<file path="src/rtl/pop_ack_responder.sv">
// Responder end of the pop-ack protocol: a DEPTH-entry valid/ready FIFO whose head
// is returned on a one-cycle ack, no earlier than LATENCY cycles after pop rises.
module pop_ack_responder #(
    parameter int unsigned WIDTH   = 32,
    parameter int unsigned DEPTH   = 4,
    parameter int unsigned LATENCY = 1
) (
    input  logic                     clk,
    input  logic                     rst,
    input  logic                     push_valid,
    output logic                     push_ready,
    input  logic [WIDTH-1:0]         push_data,
    input  logic                     pop,
    output logic                     ack,
    output logic [WIDTH-1:0]         rdata,
    output logic [$clog2(DEPTH):0]   count
);

    localparam int unsigned PTR_W    = $clog2(DEPTH);
    localparam int unsigned CNT_W    = PTR_W + 1;
    localparam int unsigned LAT_W    = (LATENCY > 2) ? $clog2(LATENCY - 1) : 1;
    localparam int unsigned LAT_LOAD = (LATENCY > 1) ? LATENCY - 2 : 0;

    typedef enum logic [1:0] {
        IDLE,
        DELAY,
        WAIT,
        ACK
    } state_t;

    state_t             state;
    state_t             state_d;
    logic [LAT_W-1:0]   lat_cnt;
    logic [LAT_W-1:0]   lat_cnt_d;
    logic [PTR_W-1:0]   wr_ptr;
    logic [PTR_W-1:0]   rd_ptr;
    logic [WIDTH-1:0]   mem [DEPTH];
    logic               has_data;
    logic               do_push;
    logic               do_pop;

    assign has_data   = (count != '0);
    assign push_ready = (count != CNT_W'(DEPTH));
    assign do_push    = push_valid & push_ready;
    assign do_pop     = (state == ACK);
    assign ack        = do_pop;

    // State and latency-counter registers
    always_ff @(posedge clk or posedge rst) begin
        if (rst) begin
            state   <= IDLE;
            lat_cnt <= '0;
        end else begin
            state   <= state_d;
            lat_cnt <= lat_cnt_d;
        end
    end

    // Request sequencing; dropping pop before the ack abandons the request
    always_comb begin
        state_d   = state;
        lat_cnt_d = lat_cnt;
        unique case (state)
            IDLE: begin
                if (pop) begin
                    if (LATENCY == 1) begin
                        state_d = has_data ? ACK : WAIT;
                    end else begin
                        state_d   = DELAY;
                        lat_cnt_d = LAT_W'(LAT_LOAD);
                    end
                end
            end
            DELAY: begin
                if (!pop) begin
                    state_d = IDLE;
                end else if (lat_cnt == '0) begin
                    state_d = has_data ? ACK : WAIT;
                end else begin
                    lat_cnt_d = lat_cnt - LAT_W'(1);
                end
            end
            WAIT: begin
                if (!pop) begin
                    state_d = IDLE;
                end else if (has_data) begin
                    state_d = ACK;
                end
            end
            ACK:     state_d = IDLE;
            default: state_d = IDLE;
        endcase
    end

    // Storage array carries no reset; only entries below count are ever read
    always_ff @(posedge clk) begin
        if (do_push) begin
            mem[wr_ptr] <= push_data;
        end
    end

    // Pointers and occupancy
    always_ff @(posedge clk or posedge rst) begin
        if (rst) begin
            wr_ptr <= '0;
            rd_ptr <= '0;
            count  <= '0;
        end else begin
            if (do_push) begin
                wr_ptr <= wr_ptr + PTR_W'(1);
            end
            if (do_pop) begin
                rd_ptr <= rd_ptr + PTR_W'(1);
            end
            count <= count + CNT_W'(do_push) - CNT_W'(do_pop);
        end
    end

    // Head captured as the ack cycle is entered; held afterwards
    always_ff @(posedge clk or posedge rst) begin
        if (rst) begin
            rdata <= '0;
        end else if (state_d == ACK) begin
            rdata <= mem[rd_ptr];
        end
    end

endmodule

</file>
<file path="config.mk">
export PLATFORM = sky130hd
export DESIGN_NAME = pop_ack_responder
export DESIGN_NICKNAME = d
export VERILOG_FILES = /design/src/rtl/pop_ack_responder.sv
export SDC_FILE = /design/constraint.sdc
export NUM_CORES = 1
export LEC_CHECK = 0
export BUFFER_PORTS_ARGS = -buffer_cell sky130_fd_sc_hd__buf_2
export CAP_MARGIN = 20
export CORE_MARGIN = 1
export CORE_UTILIZATION = 51
export DETAILED_ROUTE_END_ITERATION = 10
export PLACE_DENSITY = 0.71
export SLEW_MARGIN = 20
export SYNTH_ARGS = -nofsm -noshare
export SYNTH_HDL_FRONTEND = slang
export SYNTH_SLANG_ARGS = --single-unit
</file>
<file path="constraint.sdc">
create_clock -name clk -period 7.4 [get_ports clk]
set_clock_uncertainty 0.2 [all_clocks]
set_input_delay 0.37 -clock clk [delete_from_list [all_inputs] [get_ports clk]]
set_output_delay 0.37 -clock clk [all_outputs]
set_load 0.005 [all_outputs]
</file>
# After elaboration in Yosys (flattened, before gate mapping)
# Memories as Yosys holds them, arrays and structs flattened. A register that Yosys moved wholly into a read port is not among the register bits.
# Index checks and enable logic that the tools add are counted.
[word_totals]
ramBits = 128
latch_bits = 0
n_memories = 1
ff_bits = 10
wordCells = 30
rom_bits = 0
[classes]
bitwise_logic = 1
eq_ne = 5
div_mod_pow = 0
n_shift = 0
addsub = 5
mul = 0
muxes = 10
magnitude_cmp = 0
reduce_logical = 3
[memory_table]
columns = ["name", "words", "word_bits", "rd", "rd_ports_with_merged_regs", "wr", "line_no", "source"]
rows = [
  ["mem", 4, 32, 1, 1, 1, "37", "logic [WIDTH-1:0] mem [DEPTH];"],
]
[ops]
columns = ["operator", "n"]
rows = [
  ["$mux 2", 5],
  ["$pmux 2 s4", 1],
  ["$eq 2x2->1 const B", 3],
  ["$add 2x1->2 const B", 2],
  ["$mux 1", 4],
  ["$add 3x1->3", 1],
  ["$ne 3x3->1 const B", 1],
  ["$reduce_bool 3->1", 1],
  ["$sub 3x1->3", 1],
  ["$eq 2x1->1 const B", 1],
  ["$logic_not 2->1", 1],
  ["$reduce_and 2->1", 1],
  ["$and 1x1->1", 1],
  ["$sub 1x1->1 const B", 1],
]

# Logic depth before layout (Yosys ltp)
[logic_depth]
depth_word = 6
ltp_mapped = 10
mapped_depth_nobuf = 10

# Least setup slack after synthesis
# OpenSTA, ideal clock, no wires.
[synth_timing]
path_kind = "register to register"
startpoint = "reg count[1]"
endpoint = "reg count[2]"
path_stages_with_launch = 11
setup_time_ns = 0.127
synth_period_minus_slack_ns = 2.467
required_time_ns = 7.073
t_arrival_ns = 2.140
n_path_buf = 0
slack_ns = 4.933
cell_sequence = "dfrtp_1 -> or3b_1 -> and2_4 -> inv_1 -> ha_1 -> inv_1 -> ha_1 -> inv_1 -> fa_1 -> xnor2_1 -> xnor2_1"
[synth_via]
elab_chain_len = 4
[synth_rtl]
columns = ["item", "line_no", "source"]
rows = [
  ["from (decl)", "16", "output logic [$clog2(DEPTH):0] count"],
  ["from (signal assigned)", "115", "count <= count + CNT_W'(do_push) - CNT_W'(do_pop);"],
  ["$ne 3x3->1", "43", "assign push_ready = (count != CNT_W'(DEPTH));"],
  ["net push_ready", "11", "output logic push_ready,"],
  ["$and 1x1->1", "44", "assign do_push = push_valid & push_ready;"],
  ["$add 3x1->3", "115", ""],
  ["$sub 3x1->3", "115", ""],
]
# The timed path passes the listed nets, and every way through them passes these cells.
# A chain may end at the register's enable or synchronous reset.

# Worst setup path in the final report
[layout_timing]
startpoint = "reg count[1]"
endpoint = "reg count[2]"
[layout_via]
elab_chain_len = 4
[layout_rtl]
columns = ["item", "line_no"]
rows = [
  ["$ne 3x3->1", "43"],
  ["$and 1x1->1", "44"],
  ["$add 3x1->3 *", "115"],
  ["$sub 3x1->3 *", "115"],
]
# Every way passes the cells marked *; elsewhere a longest branch is shown, timed or not.

==> qor.yml <==
status:
  status: "completed"
synth:
  syn-cell-area_sq_um: 6440
  yosys_warnings: 0
  avgSynthCellArea_sq_um: 23.3
  synth.distinct_cells: 23
  yosysTopAreaCellShare: 0.597
  syn_nets: 319
  synth_cells: 276
  ys_top_cells_by_area: "edfxtp_1, dfrtp_1, mux4_2"
  ys_ff_latch: 169
  synth_area_leader_cell: "edfxtp_1"
  yosysSeqAreaShare: 0.756
grt:
  grt_max_degree: 42
  grt_pass1_vias: 3121
  grt_usage: 0.188
  grt_pass1_wl_mm: 17.1
  grt-ovfl-total: 0
  antenna_found_initial: 0
pwr:
  leakage_uw: 0.00297
  switching_share: 0.273
  comb_power_share: 0.261
  power_frac_seq: 0.472
  power.density_nw_per_um2: 393
  power_uw: 3070
  vdd_ir_drop_max_uv: 226
  p_int_uw: 2230
  switchingPower_uw: 840
  clockPowerShare: 0.267
floorplanning:
  die_w_microns: 114
  die_h_microns: 114
  io_pins: 73
  die_area_sq_um: 13100
  row_count: 40
  core_region_area_sq_um: 12200
  start_util: 0.530
setup_path:
  r2r_setup_slack_ns: 4.82
  path_cells: "or3b_1, and2_4, inv_1, ha_1, inv_1, ha_1, inv_1, fa_1, xnor2_1, xnor2_1"
  cpMaxStageDelayCell: "or3b_1"
  required_ns: 7.54
  r2r-start: "count[1]"
  worstReg2RegEnd: "count[2]"
  cp.arrival_ns: 2.73
  crit_path_max_fanout: 6
  end_kind: "flop"
  crit_top_cell: "inv_1"
  setup.worst_path.start_class: "flop"
  cpPeakStageDelay_ns: 0.45
  path_buf_inv: 3
  critical_path_class: "flop to flop"
  crit_family: "adder cells"
  worst_r2r_path_depth: 10
routing:
  drtIter0Drc: 216
  wl_per_cell_microns: 19.2
  dr.pass1.iters: 4
  antenna_left: 0
  wl_mm: 11.0
  num_vias: 2973
  drc: 0
  viasPerCell: 5.19
clocking:
  cts_buffer_depth: 2
  clk_latency_ns: 0.42
  clk_pin_slew_ns: 0.06
  cts_buffers: 17
  ctsResizeCount: 0
  cts_tree: "done"
  htreeDepth: 4
  clock-sinks: 169
  root_buffer: "clkbuf_16"
timing:
  slew_violations: 0
  max_slew_margin: 0.386
  hold_viol: 0
  min_period_ns: 2.58
  fin_setup_tns_ns: 0
  rsz0062_at_grt: "no"
  period_share: 0.349
  setup_viol: 0
  tightest_slew_ns: 0.921
  fmax_mhz: 387
finish:
  n_antenna_cell: 0
  syn2layout_area_growth_pct: 21.5
  area.sequential_sq_um: 4870
  stdcell_area_sq_um: 7820
  layout-drive-gt1-share: 0.430
  fin_util: 0.643
  final_net_count: 435
  fillers: 832
  final_cell_mix: "edfxtp_1, buf_2, dfrtp_1"
  final_common_cell: "edfxtp_1"
  multi_input_area_sq_um: 1430
placement:
  routabilityCongestion: 0.684
  placed_area_sq_um: 6910
  dp_hpwl_mm: 6.01
  io_buffers: 72
min_path:
  whs_path_depth: 3
  hold_end: "wr_ptr[0]"
  hp-class: "primary input to flop"
  worstHoldStart: "push_valid"
job:
  cap_violations: 0
==> metrics by stage <==
stage	hold slack, ns	setup slack, ns	std cells
6_report	0.107	4.82	573
2_1_floorplan	0.269	4.93	276
4_1_cts	0.0876	4.82	572
3_5_place_dp	0.289	4.84	506
5_1_grt	0.104	4.66	573
3_3_place_gp	0.288	4.93	506
==> power by group through the flow <==
| stage | Clock (uW) | Combinational (uW) | Sequential, uW |
|---|---|---|---|
| finish | 820 | 802 | 1450 |
| global route | 874 | 873 | 1480 |
| CTS | 836 | 817 | 1460 |
| detailed placement | 0 | 801 | 1470 |
| global placement | 0 | 781 | 1460 |
| floorplan | 0 | 639 | 1400 |
==> worst max path at each step <==
stage | slack, ns | endpoint | cells after the start | from
3_3_place_gp | 4.93 | count[2] | 10 | count[1]
6_report | 4.82 | count[2] | 10 | count[1]
2_1_floorplan | 4.93 | count[2] | 10 | count[1]
3_5_place_dp | 4.84 | count[2] | 10 | count[1]
5_1_grt | 4.66 | count[2] | 10 | count[1]
4_1_cts | 4.82 | count[2] | 10 | count[1]
==> synth_stat cells, drive strengths merged <==
| cell | n |
|---|---|
| mux4 | 32 |
| buf | 11 |
| and2 | 2 |
| mux2 | 33 |
| or3b | 1 |
| nand2 | 1 |
| and3 | 4 |
| o311a | 1 |
| dfrtp | 41 |
| fa | 1 |
| edfxtp | 128 |
| inv | 8 |
| clkbuf | 1 |
| ha | 6 |
| nand3 | 1 |
| xnor2 | 5 |
==> sequential cells by signal, indices dropped and copies added (netlist names) <==
signal	flops
rd_ptr	2
state	2
wr_ptr	2
count	3
mem	128
rdata	32
==> cell type report <==
| class | instances | area share |
|---|---|---|
| Clock buffer | 17 | 0.0544 |
| Clock inverter | 15 | 0.0160 |
| Inverter | 8 | 0.00384 |
| Multi-Input combinational cell | 87 | 0.182 |
| Sequential cell | 169 | 0.623 |
| Tap cell | 168 | 0.0269 |
| Timing Repair Buffer | 109 | 0.0940 |
==> cells by family (layout without fill, tap and decap cells) <==
group	count (synthesis)	in the layout	share of synthesized area
flip-flops	169	169	0.756
multiplexers	65	65	0.188
buffers and inverters	20	149	0.0235
AND/OR/NAND/NOR	9	9	0.00894
adder cells (fa/ha/maj)	7	7	0.0148
XOR/XNOR	5	5	0.00680
AO/OA/AOI/OAI	1	1	0.00155
==> metal layers <==
layer / global-route usage / routed length (microns)
met1: 0.236 / 4840
met4: 0.0649 / 131
met5: 0 / 0
met2: 0.308 / 5650
met3: 0.0646 / 362
==> timing repair <==
action                    in CTS  in global routing
setup buffers                  0                  0
hold endpoints to repair     133                  0
hold buffers                  34                  0
==> tightest hold or removal path: stages <==
cell and delay, ns:
buf_2 0.11, and2_4 0.15, xnor2_1 0.06
No activity file was read; power rests on OpenSTA's default activity.
